File: src/rtl/mem_pkg.sv
// Shared definitions for the memory initiator and the memory it drives.
// Holds the FSM state encoding, OFF/ON constants and the default word and
// address widths, which must agree between initiator and memory.
package mem_pkg;

    localparam int unsigned DEFAULT_WORD_SIZE    = 8;
    localparam int unsigned DEFAULT_ADDRESS_SIZE = 4;

    localparam logic OFF = 1'b0;
    localparam logic ON  = 1'b1;

    typedef enum logic [2:0] {
        StInit,
        StIdle,
        StIssue,
        StWait,
        StResp
    } state_e;

endpackage

File: src/rtl/mem_initiator_if.sv
// Bundle of the client command/response channels and the memory handshake.
// master: initiator side (drives cmd_ready, rsp_*, timeout_flag, enables,
//         addresses and write data; receives commands, rsp_ready and the
//         memory's r_data/r_rdy/w_rdy).
// slave:  client plus memory side, the mirror image.
interface mem_initiator_if
    import mem_pkg::*;
#(
    parameter int unsigned WORD_SIZE    = DEFAULT_WORD_SIZE,
    parameter int unsigned ADDRESS_SIZE = DEFAULT_ADDRESS_SIZE
) ();

    // client command channel
    logic                    cmd_valid;
    logic                    cmd_ready;
    logic                    cmd_write;
    logic [ADDRESS_SIZE-1:0] cmd_addr;
    logic [WORD_SIZE-1:0]    cmd_wdata;

    // client response channel
    logic                    rsp_valid;
    logic                    rsp_ready;
    logic                    rsp_write;
    logic [WORD_SIZE-1:0]    rsp_data;
    logic                    rsp_err;
    logic                    timeout_flag;

    // memory port pair
    logic                    w_en;
    logic                    r_en;
    logic [ADDRESS_SIZE-1:0] w_addr;
    logic [ADDRESS_SIZE-1:0] r_addr;
    logic [WORD_SIZE-1:0]    w_data;
    logic [WORD_SIZE-1:0]    r_data;
    logic                    r_rdy;
    logic                    w_rdy;

    modport master (
        input  cmd_valid, cmd_write, cmd_addr, cmd_wdata, rsp_ready, r_data, r_rdy, w_rdy,
        output cmd_ready, rsp_valid, rsp_write, rsp_data, rsp_err, timeout_flag,
        output w_en, r_en, w_addr, r_addr, w_data
    );

    modport slave (
        output cmd_valid, cmd_write, cmd_addr, cmd_wdata, rsp_ready, r_data, r_rdy, w_rdy,
        input  cmd_ready, rsp_valid, rsp_write, rsp_data, rsp_err, timeout_flag,
        input  w_en, r_en, w_addr, r_addr, w_data
    );

endinterface

File: src/rtl/mem_initiator.sv
// Memory initiator: accepts one read/write command at a time from a client,
// issues a single one-cycle enable pulse to the memory, waits (bounded) for
// the matching ready and returns read data, a write ack or a timeout error.
// Ports:
//   clock - rising-edge system clock
//   reset - synchronous, active-low reset
//   bus   - mem_initiator_if.master: command, response and memory signals
// All outputs are registered.
module mem_initiator
    import mem_pkg::*;
#(
    parameter int unsigned WORD_SIZE    = DEFAULT_WORD_SIZE,
    parameter int unsigned ADDRESS_SIZE = DEFAULT_ADDRESS_SIZE,
    parameter int unsigned INIT_CYCLES  = 64,
    parameter int unsigned TIMEOUT      = 15,
    parameter int unsigned TIMER_SIZE   = 7
) (
    input logic             clock,
    input logic             reset,
    mem_initiator_if.master bus
);

    localparam logic [TIMER_SIZE-1:0] INIT_LOAD    = TIMER_SIZE'(INIT_CYCLES);
    localparam logic [TIMER_SIZE-1:0] TIMEOUT_LOAD = TIMER_SIZE'(TIMEOUT);
    localparam logic [TIMER_SIZE-1:0] TIMER_ONE    = TIMER_SIZE'(1);

    state_e                  state_q, state_d;
    logic [TIMER_SIZE-1:0]   timer_q, timer_d;
    logic                    op_write_q, op_write_d;
    logic                    cmd_ready_q, cmd_ready_d;
    logic                    rsp_valid_q, rsp_valid_d;
    logic                    rsp_write_q, rsp_write_d;
    logic [WORD_SIZE-1:0]    rsp_data_q, rsp_data_d;
    logic                    rsp_err_q, rsp_err_d;
    logic                    timeout_flag_q, timeout_flag_d;
    logic                    w_en_q, w_en_d;
    logic                    r_en_q, r_en_d;
    logic [ADDRESS_SIZE-1:0] w_addr_q, w_addr_d;
    logic [ADDRESS_SIZE-1:0] r_addr_q, r_addr_d;
    logic [WORD_SIZE-1:0]    w_data_q, w_data_d;

    logic accept;
    logic ready_hit;
    logic timer_zero;

    assign accept     = bus.cmd_valid && cmd_ready_q;
    // Only the ready belonging to the outstanding command type counts.
    assign ready_hit  = op_write_q ? bus.w_rdy : bus.r_rdy;
    assign timer_zero = (timer_q == '0);

    // State register and registered outputs
    always_ff @(posedge clock) begin
        if (!reset) begin
            state_q        <= StInit;
            timer_q        <= INIT_LOAD;
            op_write_q     <= OFF;
            cmd_ready_q    <= OFF;
            rsp_valid_q    <= OFF;
            rsp_write_q    <= OFF;
            rsp_data_q     <= '0;
            rsp_err_q      <= OFF;
            timeout_flag_q <= OFF;
            w_en_q         <= OFF;
            r_en_q         <= OFF;
            w_addr_q       <= '0;
            r_addr_q       <= '0;
            w_data_q       <= '0;
        end else begin
            state_q        <= state_d;
            timer_q        <= timer_d;
            op_write_q     <= op_write_d;
            cmd_ready_q    <= cmd_ready_d;
            rsp_valid_q    <= rsp_valid_d;
            rsp_write_q    <= rsp_write_d;
            rsp_data_q     <= rsp_data_d;
            rsp_err_q      <= rsp_err_d;
            timeout_flag_q <= timeout_flag_d;
            w_en_q         <= w_en_d;
            r_en_q         <= r_en_d;
            w_addr_q       <= w_addr_d;
            r_addr_q       <= r_addr_d;
            w_data_q       <= w_data_d;
        end
    end

    // Next-state logic
    always_comb begin
        state_d = state_q;
        unique case (state_q)
            StInit:  if (timer_zero) state_d = StIdle;
            StIdle:  if (accept) state_d = StIssue;
            StIssue: state_d = StWait;
            StWait:  if (ready_hit || timer_zero) state_d = StResp;
            StResp:  if (bus.rsp_ready) state_d = StIdle;
            default: state_d = StInit;
        endcase
    end

    // Output / datapath next values
    always_comb begin
        timer_d        = timer_q;
        op_write_d     = op_write_q;
        cmd_ready_d    = OFF;
        rsp_valid_d    = rsp_valid_q;
        rsp_write_d    = rsp_write_q;
        rsp_data_d     = rsp_data_q;
        rsp_err_d      = rsp_err_q;
        timeout_flag_d = timeout_flag_q;
        w_en_d         = OFF;
        r_en_d         = OFF;
        w_addr_d       = w_addr_q;
        r_addr_d       = r_addr_q;
        w_data_d       = w_data_q;

        unique case (state_q)
            StInit: begin
                if (!timer_zero) timer_d = timer_q - TIMER_ONE;
            end
            StIdle: begin
                if (accept) begin
                    op_write_d = bus.cmd_write;
                    if (bus.cmd_write) begin
                        w_en_d   = ON;
                        w_addr_d = bus.cmd_addr;
                        w_data_d = bus.cmd_wdata;
                    end else begin
                        r_en_d   = ON;
                        r_addr_d = bus.cmd_addr;
                    end
                end else begin
                    cmd_ready_d = ON;
                end
            end
            StIssue: begin
                // Readies are not looked at here, so a w_rdy still high from
                // the previous write cannot complete this command early.
                timer_d = TIMEOUT_LOAD;
            end
            StWait: begin
                if (ready_hit) begin
                    rsp_valid_d = ON;
                    rsp_write_d = op_write_q;
                    rsp_err_d   = OFF;
                    rsp_data_d  = op_write_q ? '0 : bus.r_data;
                end else if (timer_zero) begin
                    rsp_valid_d    = ON;
                    rsp_write_d    = op_write_q;
                    rsp_err_d      = ON;
                    rsp_data_d     = '0;
                    timeout_flag_d = ON;
                end else begin
                    timer_d = timer_q - TIMER_ONE;
                end
            end
            StResp: begin
                if (bus.rsp_ready) begin
                    rsp_valid_d = OFF;
                    rsp_err_d   = OFF;
                end
            end
            default: ;
        endcase
    end

    assign bus.cmd_ready    = cmd_ready_q;
    assign bus.rsp_valid    = rsp_valid_q;
    assign bus.rsp_write    = rsp_write_q;
    assign bus.rsp_data     = rsp_data_q;
    assign bus.rsp_err      = rsp_err_q;
    assign bus.timeout_flag = timeout_flag_q;
    assign bus.w_en         = w_en_q;
    assign bus.r_en         = r_en_q;
    assign bus.w_addr       = w_addr_q;
    assign bus.r_addr       = r_addr_q;
    assign bus.w_data       = w_data_q;

endmodule

File: src/flat_wrapper.sv
// flat-port wrapper written by rule: the top's interface ports become plain ports
module mem_initiator_flat import mem_pkg::*;
#(
    parameter int unsigned WORD_SIZE    = DEFAULT_WORD_SIZE,
    parameter int unsigned ADDRESS_SIZE = DEFAULT_ADDRESS_SIZE,
    parameter int unsigned INIT_CYCLES  = 64,
    parameter int unsigned TIMEOUT      = 15,
    parameter int unsigned TIMER_SIZE   = 7
)
  (clock, reset, bus_cmd_valid, bus_cmd_write, bus_cmd_addr, bus_cmd_wdata, bus_rsp_ready, bus_r_data, bus_r_rdy, bus_w_rdy, bus_cmd_ready, bus_rsp_valid, bus_rsp_write, bus_rsp_data, bus_rsp_err, bus_timeout_flag, bus_w_en, bus_r_en, bus_w_addr, bus_r_addr, bus_w_data);
  mem_initiator_if #(.WORD_SIZE(WORD_SIZE), .ADDRESS_SIZE(ADDRESS_SIZE)) bus_i ();
  input logic clock;
  input logic reset;
  input wire logic [$bits(bus_i.cmd_valid)-1:0] bus_cmd_valid;
  input wire logic [$bits(bus_i.cmd_write)-1:0] bus_cmd_write;
  input wire logic [$bits(bus_i.cmd_addr)-1:0] bus_cmd_addr;
  input wire logic [$bits(bus_i.cmd_wdata)-1:0] bus_cmd_wdata;
  input wire logic [$bits(bus_i.rsp_ready)-1:0] bus_rsp_ready;
  input wire logic [$bits(bus_i.r_data)-1:0] bus_r_data;
  input wire logic [$bits(bus_i.r_rdy)-1:0] bus_r_rdy;
  input wire logic [$bits(bus_i.w_rdy)-1:0] bus_w_rdy;
  output wire logic [$bits(bus_i.cmd_ready)-1:0] bus_cmd_ready;
  output wire logic [$bits(bus_i.rsp_valid)-1:0] bus_rsp_valid;
  output wire logic [$bits(bus_i.rsp_write)-1:0] bus_rsp_write;
  output wire logic [$bits(bus_i.rsp_data)-1:0] bus_rsp_data;
  output wire logic [$bits(bus_i.rsp_err)-1:0] bus_rsp_err;
  output wire logic [$bits(bus_i.timeout_flag)-1:0] bus_timeout_flag;
  output wire logic [$bits(bus_i.w_en)-1:0] bus_w_en;
  output wire logic [$bits(bus_i.r_en)-1:0] bus_r_en;
  output wire logic [$bits(bus_i.w_addr)-1:0] bus_w_addr;
  output wire logic [$bits(bus_i.r_addr)-1:0] bus_r_addr;
  output wire logic [$bits(bus_i.w_data)-1:0] bus_w_data;
  assign bus_i.cmd_valid = bus_cmd_valid;
  assign bus_i.cmd_write = bus_cmd_write;
  assign bus_i.cmd_addr = bus_cmd_addr;
  assign bus_i.cmd_wdata = bus_cmd_wdata;
  assign bus_i.rsp_ready = bus_rsp_ready;
  assign bus_i.r_data = bus_r_data;
  assign bus_i.r_rdy = bus_r_rdy;
  assign bus_i.w_rdy = bus_w_rdy;
  assign bus_cmd_ready = bus_i.cmd_ready;
  assign bus_rsp_valid = bus_i.rsp_valid;
  assign bus_rsp_write = bus_i.rsp_write;
  assign bus_rsp_data = bus_i.rsp_data;
  assign bus_rsp_err = bus_i.rsp_err;
  assign bus_timeout_flag = bus_i.timeout_flag;
  assign bus_w_en = bus_i.w_en;
  assign bus_r_en = bus_i.r_en;
  assign bus_w_addr = bus_i.w_addr;
  assign bus_r_addr = bus_i.r_addr;
  assign bus_w_data = bus_i.w_data;
  mem_initiator #(.WORD_SIZE(WORD_SIZE), .ADDRESS_SIZE(ADDRESS_SIZE), .INIT_CYCLES(INIT_CYCLES), .TIMEOUT(TIMEOUT), .TIMER_SIZE(TIMER_SIZE)) u_core (.clock(clock), .reset(reset), .bus(bus_i));
endmodule
File: config.mk
export PLATFORM = sky130hd
export DESIGN_NAME = mem_initiator_flat
export DESIGN_NICKNAME = d
export VERILOG_FILES = /design/src/rtl/mem_pkg.sv /design/src/rtl/mem_initiator_if.sv /design/src/rtl/mem_initiator.sv /design/src/flat_wrapper.sv
export SDC_FILE = /design/constraint.sdc
export NUM_CORES = 1
export LEC_CHECK = 0
export BUFFER_PORTS_ARGS = -buffer_cell sky130_fd_sc_hd__clkbuf_2
export CORE_MARGIN = 5
export CORE_UTILIZATION = 52
export CTS_BUF_LIST = sky130_fd_sc_hd__clkbuf_8
export DETAILED_ROUTE_END_ITERATION = 16
export PLACE_DENSITY = 0.81
export SLEW_MARGIN = 20
export SYNTH_ARGS = -nofsm -noshare
export SYNTH_HDL_FRONTEND = slang
export SYNTH_SLANG_ARGS = --single-unit
File: constraint.sdc
create_clock -name clock -period 2.2 [get_ports clock]
set_input_delay 0.44 -clock clock [delete_from_list [all_inputs] [get_ports clock]]
set_output_delay 0.44 -clock clock [all_outputs]
set_load 0.005 [all_outputs]
* Word level (Yosys, flattened, before mapping)
Cells that the tools add are included.
** Storage, ports and cells
- Word-level logic and storage cells :: 67
- Output and inout bits :: 31
- Flip-flop bits (word level) :: 42
- Input port bits :: 27
** Operators by class
- Bitwise operators :: 2
- Reductions and logical operators :: 17
- Eq/ne operators :: 10
- $add $sub $neg :: 1
- Multiplexer cells :: 23
** Operators by type and width (number)
- $mux W8 :: 3
- $pmux W7 S3 :: 1
- $pmux W3 S5 :: 1
- $reduce_and A3 Y1 :: 5
- $mux W7 :: 2
- $mux W3 :: 4
- $mux W1 :: 10
- $reduce_and A2 Y1 :: 4
- $logic_not A7 Y1 :: 1
- $sub A7 B1 Y7 const B :: 1
- $eq A3 B2 Y1 const B :: 2
- $ne A2 B1 Y1 const B :: 3
- $ne A2 B2 Y1 const B :: 2
- $pmux W1 S2 :: 2
- $reduce_and A4 Y1 :: 1
- $reduce_bool A2 Y1 :: 2
- $eq A3 B1 Y1 const B :: 1
- $eq A3 B3 Y1 const B :: 1
- $logic_not A3 Y1 :: 1
- $ne A3 B1 Y1 const B :: 1
- $reduce_bool A3 Y1 :: 1
- $not A1 Y1 :: 2
- $logic_and A1 B1 Y1 :: 1
- $logic_or A1 B1 Y1 :: 1

* Depth between registers and ports, before layout
Gate-level depths: netlist (run 1).
- Word-level depth :: 4
- Mapped depth :: 8
- Mapped depth without buffers :: 6

* Worst setup path after synthesis (run 1)
No wires, ideal clock.
- Path kind :: reg2reg
- Start point :: reg u_core.timer_q[0]
- End point :: reg u_core.state_q[0]
- Library setup time :: 0.122 ns
- Clock period less this slack :: 1.925 ns
- Data arrival time :: 1.804 ns
- Setup slack :: 0.275 ns
- Stages on the path, launching flop included :: 8
- Path through :: dfxtp_1 > inv_1 > ha_1 > or4b_4 > buf_6 > o31ai_4 > a21oi_2 > o311a_1
** Between the ends
- Word-level cells in the longest chain between the ends :: 4
** Ends and longest elaborated chain
- start, declared :: line mem_initiator.sv:28 : logic [TIMER_SIZE-1:0] timer_q, timer_d;
- start signal, assigned :: line mem_initiator.sv:70 : timer_q <= timer_d;
- $logic_not A7 Y1 (*) :: line mem_initiator.sv:49 : assign timer_zero = (timer_q == '0);
- $logic_or A1 B1 Y1 :: line mem_initiator.sv:93 : StWait: if (ready_hit || timer_zero) state_d = StResp;
- $ne A2 B1 Y1 (no source line)
- $reduce_and A4 Y1 (no source line) (*)
- end signal, assigned :: line mem_initiator.sv:54 : state_q <= StInit;
- end signal, assigned :: line mem_initiator.sv:69 : state_q <= state_d;
- end, declared :: line mem_initiator.sv:27 : state_e state_q, state_d;
Mark *: on every way between the ends. The rest lies on a longest branch, timed or not.
A chain may end at the register's enable or synchronous reset.

* Worst setup path after layout (run 1)
Ends and elaborated chain as after synthesis.

==> results.md, run 1 <==
* Status: finished, final reports clean
* Clk_skew at 5.42 ps
* Wirelength per Cell at 13.8 µm
* Initial antenna violation count at 0
* Die width at 70.1 µm
* Core Box Area at 3420 µm²
* Synth area leader: dfxtp_1
* Post-place setup slack at 203 ps
* Detail Route Antenna Nets at 0
* CP max stage cell: or4b_4
* CP delay by family, top: compound AO/OA/AOI/OAI gates
* EDFF count, synth at 0
* Setup WS post-layout at 171 ps
* Die H at 70.1 µm
* Post-synth top flop: dfxtp_1
* LEAKAGE at 0.00105 µW
* Kind of start point of the critical path: flip-flop
* Synthesized area per cell at 9.12 µm²
* # clock sinks at 42
* Clock Path Buffers at 2
* Fill count at 302
* Most frequent cells in the layout: clkbuf_2 (57), dfxtp_1 (42), nor2_1 (28)
* H-tree levels at 2
* Slew @ Worst Pin at 519 ps
* Data required time at the worst endpoint at 2380 ps
* Hold WC Path Type: in2reg
* Multi-input logic area at 950 µm²
* Setup bufs post-CTS at 0
* Synth area leaders: dfxtp_1 (45%), mux2i_1 (9.6%), nor2_1 (5.6%)
* Pwr dens at 1030 nW/µm²
* CTS tree: yes
* Layout cells sized above 1 at 0.322
* DR pass1 iterations at 4
* Via count at 1675
* Ports at 58
* Die area at 4920 µm²
* Crit path DAT at 2210 ps
* Drc violations at 0
* WHS at 378 ps
* First-pass GRT wire length at 7.44 mm
* Synthesized Nets at 235
* RSZ-0062 raised after global routing: no
* PortBufs at 57
* Area grow syn2layout at 21.8%
* Commonest non-fill, non-tap cell in the layout: clkbuf_2
* CTS Buf Count at 5
* CTS root buf: clkbuf_8
* Post-synth ARST share at 0
* # rows at 21
* FF+latch area at 841 µm²
* Max Cap Viol at 0
* Final period util at 0.922
* Mapped Cells at 206
* Synth warn at 0
* Setup CP Type: reg2reg
* Post-CTS sizing at 0
* Post-synth top area share at 0.447
* Final hold vios at 0
* Relative slew slack at 0.653
* Final setup viols at 0
* WL final at 4.23 mm
* Initial Utilization at 0.550
* GRT overflow at 0
* Crit-path max FO at 7
* Antenna cell count at 0
* Vias/cell at 5.46
* Crit. End Element: flip-flop
* Worst Path Buf+Inv at 1
* TNS Setup at 0 ps
* Vias in the first global route at 1681
* Nets at 289
* Synth unique cells at 47
* Post-synth design cell area at 1880 µm²
* GRT Overall Usage at 0.183
* Slowest cell delay on critical path at 520 ps
* Period minus WS final at 2030 ps
* Final slew viol count at 0
* Hold buffers post-CTS at 0
* Fmax at 493 MHz
* Worst vdd ir at 0.000536 V
* Worst-path clk slew at 80 ps
* DP HPWL at 3.17 mm
* Seq/Total Area, Yosys at 0.447
* RePlAce Congestion at 0.816
* Clock latency on the worst-skew pair at 290 ps
* Pin count of the biggest net entering global routing at 31
* FF+latch count, synth at 42
* DR iter-0 viols at 140
* Crit path cell chain: inv_1, ha_1, or4b_4, o31ai_4, a21oi_2, o311a_1
[power breakdown]
part,switching (µW),internal [µW]
Clock,256,252
Sequential,92.1,849
Combinational,516,394
Total,864,1500
[registers in the layout, summed over array words and instances, names as in the netlist]
signal                   cells
u_core.state_q               3
u_core.timer_q               7
u_core.bus.rsp_valid         1
u_core.bus.w_data            8
u_core.op_write_q            1
u_core.bus.rsp_err           1
u_core.bus.rsp_data          8
u_core.bus.w_en              1
u_core.bus.w_addr            4
u_core.bus.rsp_write         1
u_core.bus.r_addr            4
u_core.bus.cmd_ready         1
u_core.bus.r_en              1
u_core.bus.timeout_flag      1
[cell families after synthesis]
group,synth area share
xor+xnor,0.00466
mux,0.102
buf+inv,0.0473
compound gates,0.183
simple gates,0.202
flops,0.447
fa+ha+maj,0.0133
[area by class of cell]
type | instances | area share
multi-input cells | 144 | 0.415
well taps | 46 | 0.0252
inverters | 4 | 0.00656
repair buffers | 63 | 0.144
clock inverters | 2 | 0.00547
clock buffers | 6 | 0.0361
flip-flops and latches | 42 | 0.367
[synthesized netlist by cell type (2+ instances only)]
cell type	count
o31a_1	2
nor2_1	28
inv_1	3
a2111oi_2	2
mux2i_1	18
nor3_1	5
nand2_1	6
clkbuf_1	7
buf_1	3
nor3b_1	2
dfxtp_1	42
and2_1	3
or2_2	2
o21a_1	2
nand3_1	11
nor2b_1	5
a211oi_1	2
ha_1	2
buf_2	5
a21oi_1	19
o21ai_0	10
o22ai_1	2
[layer usage]
| metal | wire length [µm] | GRT usage | vias up | part of all wire |
|---|---|---|---|---|
| met5 | 0 | 0 | - | 0 |
| met4 | 34 | 0.0745 | 0 | 0.0080 |
| met3 | 304 | 0.0574 | 4 | 0.072 |
| met2 | 2040 | 0.298 | 55 | 0.48 |
| met1 | 1850 | 0.223 | 775 | 0.44 |
| li1 | - | - | 841 | - |
[stage by stage]
step / area [µm²] / util / power (µW) / cells
floorplan: 1880 / - / 1670 / 206
global placement: 2190 / 0.642 / 1840 / 299
detailed placement: 2190 / 0.642 / 1850 / 299
CTS: 2290 / 0.670 / 2370 / 307
global route: 2290 / 0.670 / 2550 / 307
finish: 2290 / 0.670 / 2360 / 307
[final timing paths]
check / startpoint / end / slack [ps] / depth (start not counted)
worst max-delay path: u_core.timer_q[0]$_SDFFE_PN0P_ / u_core.state_q[0]$_SDFFE_PN0P_ / 170 / 6
worst min-delay path: bus_r_data[2] / u_core.bus.rsp_data[2]$_SDFFE_PN0P_ / 380 / 3
worst min register to register: u_core.bus.timeout_flag$_SDFFE_PN0P_ / u_core.bus.timeout_flag$_SDFFE_PN0P_ / 450 / 2
worst max register to register: u_core.timer_q[0]$_SDFFE_PN0P_ / u_core.state_q[0]$_SDFFE_PN0P_ / 170 / 6
[worst min-delay path, delay by kind of cell]
family / cells / cell delay, ps
compound gates: 1 / 50
buf+inv: 1 / 80
simple gates: 1 / 50
No activity file was read; power rests on OpenSTA's default activity.
==> run 2, diff against run 1 <==
- CORE_UTILIZATION: 52 -> 27
- PLACE_DENSITY: 0.81 -> not set
==> run 2 against run 1 <==
- fmax is 1.8% higher
- clock power is 17% higher
- sequential share of layout area is 1.1 points lower
- sequential power hardly changed
- clock skew is 3.3 ps higher
- total power is 3.8% higher
- worst setup slack better by 36 ps
- critical endpoint unchanged
- highest routed layer unchanged
==> results.md, run 2 (synthesized netlist as in run 1, its figures left out) <==
* Slew @ Worst Pin at 594 ps (was 519 ps)
* Hold WC Path Type: in2reg (unchanged)
* Most frequent cells in the layout: clkbuf_2 (57), dfxtp_1 (42), nor2_1 (28) (unchanged)
* Final setup viols at 0 (unchanged)
* Setup bufs post-CTS at 0 (unchanged)
* Crit-path max FO at 7 (unchanged)
* Clock power frac at 0.242 (was 0.215)
* CTS tree: yes (unchanged)
* Crit path DAT at 2170 ps (was 2210 ps)
* Reg2reg path depth at 6 (unchanged)
* Clock latency on the worst-skew pair at 300 ps (was 290 ps)
* First-pass GRT wire length at 7.59 mm (was 7.44 mm)
* Wirelength per Cell at 13.1 µm (was 13.8 µm)
* RePlAce Congestion at 0.820 (was 0.816)
* Setup WS post-layout at 207 ps (was 171 ps)
* Setup CP Type: reg2reg (unchanged)
* Max Cap Viol at 0 (unchanged)
* WL final at 4.67 mm (was 4.23 mm)
* FF+latch area at 841 µm² (unchanged)
* Hold Path Depth at 3 (unchanged)
* Final core utilization at 0.348 (was 0.670)
* DR pass1 iterations at 4 (unchanged)
* Relative slew slack at 0.603 (was 0.653)
* Worst r2r src: u_core.timer_q[0]$_SDFFE_PN0P_ (unchanged)
* Layout cells sized above 1 at 0.314 (was 0.322)
* Dpl cell area at 2260 µm² (was 2190 µm²)
* Reg2reg setup slack at 210 ps (was 170 ps)
* Initial antenna violation count at 0 (unchanged)
* Final period util at 0.906 (was 0.922)
* Status: finished, final reports clean (unchanged)
* Worst vdd ir at 0.000342 V (was 0.000536 V)
* Drc violations at 0 (unchanged)
* Kind of start point of the critical path: flip-flop (unchanged)
* # clock sinks at 42 (unchanged)
* Post-route design area at 2360 µm² (was 2290 µm²)
* Clock Path Buffers at 2 (unchanged)
* Internal Dissipation at 1570 µW (was 1500 µW)
* CTS root buf: clkbuf_8 (unchanged)
* Post-CTS sizing at 0 (unchanged)
* Post-place setup slack at 203 ps (about the same)
* CP startpoint: u_core.timer_q[0]$_SDFFE_PN0P_ (unchanged)
* TNS Setup at 0 ps (unchanged)
* CP endpoint: u_core.state_q[0]$_SDFFE_PN0P_ (unchanged)
* RSZ-0062 raised after global routing: no (unchanged)
* Crit. End Element: flip-flop (unchanged)
* Sw Pwr at 877 µW (was 864 µW)
* Ports at 58 (unchanged)
* FF-to-FF End: u_core.state_q[0]$_SDFFE_PN0P_ (unchanged)
* Nets at 289 (unchanged)
* Detail Route Antenna Nets at 0 (unchanged)
* DR iter-0 viols at 71 (was 140)
* Hold buffers post-CTS at 0 (unchanged)
* Antenna cell count at 0 (unchanged)
* Period minus WS final at 1990 ps (was 2030 ps)
* Final hold vios at 0 (unchanged)
* CTS Buf Count at 5 (unchanged)
* Area grow syn2layout at 25.7% (was 21.8%)
* Fmax at 502 MHz (was 493 MHz)
* Sw Ratio at 0.358 (was 0.366)
* Vias/cell at 4.68 (was 5.46)
* Core Box Area at 6790 µm² (was 3420 µm²)
* # rows at 30 (was 21)
* Vias in the first global route at 1568 (was 1681)
* Pin count of the biggest net entering global routing at 36 (was 31)
* Reg power frac at 0.384 (was 0.399)
* Worst-path clk slew at 80 ps (about the same)
* Power, Total at 2450 µW (was 2360 µW)
* Data required time at the worst endpoint at 2380 ps (about the same)
* LEAKAGE at 0.00106 µW (was 0.00105 µW)
* Via count at 1671 (was 1675)
* H-tree levels at 2 (unchanged)
* Die H at 93.4 µm (was 70.1 µm)
* Die width at 93.4 µm (was 70.1 µm)
* Initial Utilization at 0.277 (was 0.550)
* Die area at 8730 µm² (was 4920 µm²)
* Clk_skew at 8.77 ps (was 5.42 ps)
* Pwr dens at 1040 nW/µm² (was 1030 nW/µm²)
* GRT overflow at 0 (unchanged)
* Multi-input logic area at 950 µm² (unchanged)
* Fill count at 704 (was 302)
* Commonest non-fill, non-tap cell in the layout: clkbuf_2 (unchanged)
* PortBufs at 57 (unchanged)
* Final slew viol count at 0 (unchanged)
* GRT Overall Usage at 0.110 (was 0.183)
* Gate power share at 0.374 (was 0.386)
* DP HPWL at 3.45 mm (was 3.17 mm)
run 2: how the worst min path moves through the flow:
| stage | endpoint | start | slack, ps |
|---|---|---|---|
| floorplan | u_core.bus.timeout_flag$_SDFFE_PN0P_ | u_core.bus.timeout_flag$_SDFFE_PN0P_ | 440 |
| global placement | u_core.bus.timeout_flag$_SDFFE_PN0P_ | u_core.bus.timeout_flag$_SDFFE_PN0P_ | 430 |
| detailed placement | u_core.bus.timeout_flag$_SDFFE_PN0P_ | u_core.bus.timeout_flag$_SDFFE_PN0P_ | 440 |
| CTS | u_core.bus.w_data[7]$_SDFFE_PN0P_ | bus_cmd_wdata[7] | 360 |
| global route | u_core.bus.rsp_data[7]$_SDFFE_PN0P_ | bus_r_data[7] | 370 |
| finish | u_core.bus.w_data[7]$_SDFFE_PN0P_ | bus_cmd_wdata[7] | 370 |
run 2: through the flow:
stage | std cells | hold slack, ps
final | 357 | 374
after global routing | 357 | 368
after CTS | 357 | 362
after detailed placement | 349 | 443
after global placement | 349 | 434
after floorplan | 206 | 442
run 2: area by class of cell:
type / count / area share
Timing Repair Buffer: 63 / 0.140
Multi-Input combinational cell: 144 / 0.402
Tap cell: 96 / 0.0508
Sequential cell: 42 / 0.356
Clock buffer: 5 / 0.0291
Clock inverter: 3 / 0.0159
Inverter: 4 / 0.00636
run 2: power groups by stage:
| stage | Combinational, µW | Clock, µW | Sequential [µW] |
|---|---|---|---|
| finish | 916 | 593 | 941 |
| global route | 1030 | 653 | 957 |
| CTS | 922 | 620 | 940 |
| detailed placement | 920 | 0 | 957 |
| global placement | 911 | 0 | 957 |
| floorplan | 755 | 0 | 917 |
run 2: routing by layer:
layer / GRT usage / part of all wire / up-vias / wire (µm)
met2: 0.174 / 0.45 / 43 / 2100
met4: 0.0513 / 0.019 / 0 / 87
met5: 0 / 0 / - / 0
li1: - / - / 840 / -
met3: 0.0378 / 0.068 / 6 / 315
met1: 0.133 / 0.46 / 782 / 2170
run 2: worst max-delay path, cell delays in order, from the launching register on:
cell and delay, ps:
dfxtp_1 340, inv_1 80, ha_1 130, or4b_4 520
o31ai_4 310, a21oi_2 140, o311a_1 360
==> run 3, diff against run 2 <==
- ABC_AREA: not set -> 1
- MAX_ROUTING_LAYER: not set -> met4
==> run 3 against run 2 <==
- register-to-register slack improved by 350 ps
- cell count grew 7.6%
- combinational power shrank 15%
- clock skew fell by 1.4 ps
- sequential power down 2%
- via count is 4.1% higher
- flip-flop and latch count is the same
- routed wire length decreased by 7.2%
- core utilization is 0.53 points higher
- clock-buffer cell count stayed put
- fmax up 21%
==> results.md, run 3 <==
* Synthesized Nets at 277 (was 235)
* Antenna cell count at 0 (unchanged)
* FF+latch count, synth at 42 (unchanged)
* Clk_skew at 7.42 ps (was 8.77 ps)
* Synth area leader: dfxtp_1 (unchanged)
* Post-synth top flop: dfxtp_1 (unchanged)
* Initial antenna violation count at 0 (unchanged)
* Nets at 335 (was 289)
* Dpl cell area at 2160 µm² (was 2260 µm²)
* Clock Path Buffers at 2 (unchanged)
* DP HPWL at 3.25 mm (was 3.45 mm)
* Commonest non-fill, non-tap cell in the layout: clkbuf_2 (unchanged)
* RSZ-0062 raised after global routing: no (unchanged)
* Period minus WS final at 1640 ps (was 1990 ps)
* Max Cap Viol at 0 (unchanged)
* # rows at 29 (was 30)
* Synthesized area per cell at 7.30 µm² (was 9.12 µm²)
* Fmax at 608 MHz (was 502 MHz)
* DR WL met2 at 2.03 mm (was 2.10 mm)
* Reg2reg setup slack at 560 ps (was 210 ps)
* Hold buffers post-CTS at 0 (unchanged)
* Final hold vios at 0 (unchanged)
* Ports at 58 (unchanged)
* Final setup viols at 0 (unchanged)
* Area grow syn2layout at 25.3% (was 25.7%)
* Pin count of the biggest net entering global routing at 24 (was 36)
* Data required time at the worst endpoint at 2430 ps (was 2380 ps)
* EDFF count, synth at 0 (unchanged)
* Seq/Total Area, Yosys at 0.465 (was 0.447)
* Post-synth ARST share at 0 (unchanged)
* Post-route design area at 2270 µm² (was 2360 µm²)
* Vias/cell at 4.53 (was 4.68)
* CTS Buf Count at 5 (unchanged)
* Die H at 91.9 µm (was 93.4 µm)
* Synth area leaders: dfxtp_1 (46%), nand2_1 (11%), nor2_1 (8.9%) (was dfxtp_1 (45%), mux2i_1 (9.6%), nor2_1 (5.6%))
* Detail Route Antenna Nets at 0 (unchanged)
* DR top layer: met4 (unchanged)
* DR iter-0 viols at 90 (was 71)
* PortBufs at 57 (unchanged)
* Worst r2r src: u_core.timer_q[0]$_SDFFE_PN0P_ (unchanged)
* TNS Setup at 0 ps (unchanged)
* Crit-path max FO at 12 (was 7)
* Most numerous cell in the Yosys netlist: nand2_1 (was dfxtp_1)
* Core Box Area at 6420 µm² (was 6790 µm²)
* Worst vdd ir at 0.000406 V (was 0.000342 V)
* Post-CTS sizing at 0 (unchanged)
* Crit. End Element: flip-flop (unchanged)
* Vias in the first global route at 1691 (was 1568)
* Top cells by count, synth: nand2_1 (52), nor2_1 (43), dfxtp_1 (42) (was dfxtp_1 (42), nor2_1 (28), a21oi_1 (19))
* Post-synth design cell area at 1810 µm² (was 1880 µm²)
* Die area at 8440 µm² (was 8730 µm²)
* Hold WC Path Type: in2reg (unchanged)
* Setup bufs post-CTS at 0 (unchanged)
* WL final at 4.33 mm (was 4.67 mm)
* Wirelength per Cell at 11.3 µm (was 13.1 µm)
* H-tree levels at 2 (unchanged)
* WL met1 at 2.06 mm (was 2.17 mm)
* CTS root buf: clkbuf_8 (unchanged)
* GRT overflow at 0 (unchanged)
* Relative slew slack at 0.717 (was 0.603)
* Die width at 91.9 µm (was 93.4 µm)
* Synth warn at 0 (unchanged)
* Met3 wire len at 172 µm (was 315 µm)
* Crit path DAT at 1870 ps (was 2170 ps)
* CP endpoint: u_core.bus.rsp_err$_SDFFE_PN0P_ (was u_core.state_q[0]$_SDFFE_PN0P_)
* Drc violations at 0 (unchanged)
* FF-to-FF End: u_core.bus.rsp_err$_SDFFE_PN0P_ (was u_core.state_q[0]$_SDFFE_PN0P_)
* Reg2reg path depth at 9 (was 6)
* Slew @ Worst Pin at 425 ps (was 594 ps)
* Initial Utilization at 0.282 (was 0.277)
* DR pass1 iterations at 4 (unchanged)
* Status: finished, final reports clean (unchanged)
* First-pass GRT wire length at 7.52 mm (was 7.59 mm)
* Mapped Cells at 248 (was 206)
* Post-synth top area share at 0.465 (was 0.447)
* CP startpoint: u_core.timer_q[0]$_SDFFE_PN0P_ (unchanged)
* Via count at 1739 (was 1671)
* # clock sinks at 42 (unchanged)
* Pwr dens at 1020 nW/µm² (was 1040 nW/µm²)
* RePlAce Congestion at 0.789 (was 0.820)
* Kind of start point of the critical path: flip-flop (unchanged)
* Worst-path clk slew at 80 ps (about the same)
* Setup CP Type: reg2reg (unchanged)
* Clock latency on the worst-skew pair at 290 ps (was 300 ps)
* Synth unique cells at 24 (was 47)
* GRT Overall Usage at 0.110 (about the same)
* Layout cells sized above 1 at 0.274 (was 0.314)
* Final slew viol count at 0 (unchanged)
* CTS tree: yes (unchanged)
* Most frequent cells in the layout: clkbuf_2 (57), nand2_1 (52), nor2_1 (43) (was clkbuf_2 (57), dfxtp_1 (42), nor2_1 (28))
* Final period util at 0.748 (was 0.906)
* LEAKAGE at 0.00110 µW (was 0.00106 µW)
[run 3: cell count changes after synthesis, moves of 3 or more]
cell / delta
nor3_1: -5
clkbuf_1: -4
nand2_1: +46
nor2_4: +4
nor2b_1: -5
inv_1: +12
inv_2: +5
nor2_1: +15
nand3_1: +17
and2_1: -3
o21ai_0: +3
buf_2: -5
mux2i_1: -18
buf_4: +3
[run 3: worst max-delay path: stages (launching register included)]
cell and delay [ps]:
dfxtp_1 360, inv_1 110, ha_1 210, nand2_1 120, inv_1 50, nand3_1 90, nand2_1 80, nand2_1 310
nand3_1 120, a21oi_1 130
[run 3: final cells by class]
class / instances / area, µm²
tap: 77 / 96.3
multi-input combinational: 177 / 841
clock buffer: 5 / 68.8
sequential: 42 / 841
timing repair buffer: 59 / 300
fill: 677 / 4160
inverter: 21 / 78.8
clock inverter: 3 / 41.3
[run 3: power by group]
| group | leakage, µW | total (µW) | internal [µW] | switching (µW) |
|---|---|---|---|---|
| clock | 0.0000556 | 606 | 334 | 272 |
| combinational | 0.000703 | 781 | 288 | 493 |
| sequential | 0.000340 | 921 | 843 | 77.8 |
| total | 0.00110 | 2310 | 1470 | 842 |
[run 3: worst min path at each step]
stage | startpoint | endpoint | depth (start not counted)
final | bus_cmd_addr[0] | u_core.bus.r_addr[0]$_SDFFE_PN0P_ | 3
after global routing | bus_cmd_addr[1] | u_core.bus.r_addr[1]$_SDFFE_PN0P_ | 3
after CTS | bus_cmd_addr[1] | u_core.bus.r_addr[1]$_SDFFE_PN0P_ | 3
after detailed placement | u_core.bus.timeout_flag$_SDFFE_PN0P_ | u_core.bus.timeout_flag$_SDFFE_PN0P_ | 2
after global placement | u_core.bus.timeout_flag$_SDFFE_PN0P_ | u_core.bus.timeout_flag$_SDFFE_PN0P_ | 2
after floorplan | u_core.bus.timeout_flag$_SDFFE_PN0P_ | u_core.bus.timeout_flag$_SDFFE_PN0P_ | 2
[run 3: cells by family (layout without fill, tap and decap cells)]
family                     count (synthesis)  in the layout  synth area share
AOI/OAI and AO/OA                         35             35            0.0982
and+or+nand+nor                          140            140             0.353
DFF                                       42             42             0.465
buffers and inverters                     29             88            0.0705
adders and majority gates                  2              2            0.0138
[run 3: through the flow]
| stage | power (µW) | util | cells | hold slack (ps) | setup WS (ps) |
|---|---|---|---|---|---|
| 2_1_floorplan | 1550 | - | 248 | 447 | 855 |
| 3_3_place_gp | 1710 | 0.336 | 376 | 440 | 629 |
| 3_5_place_dp | 1720 | 0.336 | 376 | 448 | 567 |
| 4_1_cts | 2330 | 0.353 | 384 | 347 | 549 |
| 5_1_grt | 2510 | 0.353 | 384 | 354 | 327 |
| 6_report | 2310 | 0.353 | 384 | 356 | 555 |
[run 3: per-layer routing]
layer  global-route usage  up-vias
met4               0.0421        0
met1                0.132      784
met5                    -        -
met2                0.176       35
li1                     -      916
met3               0.0311        4
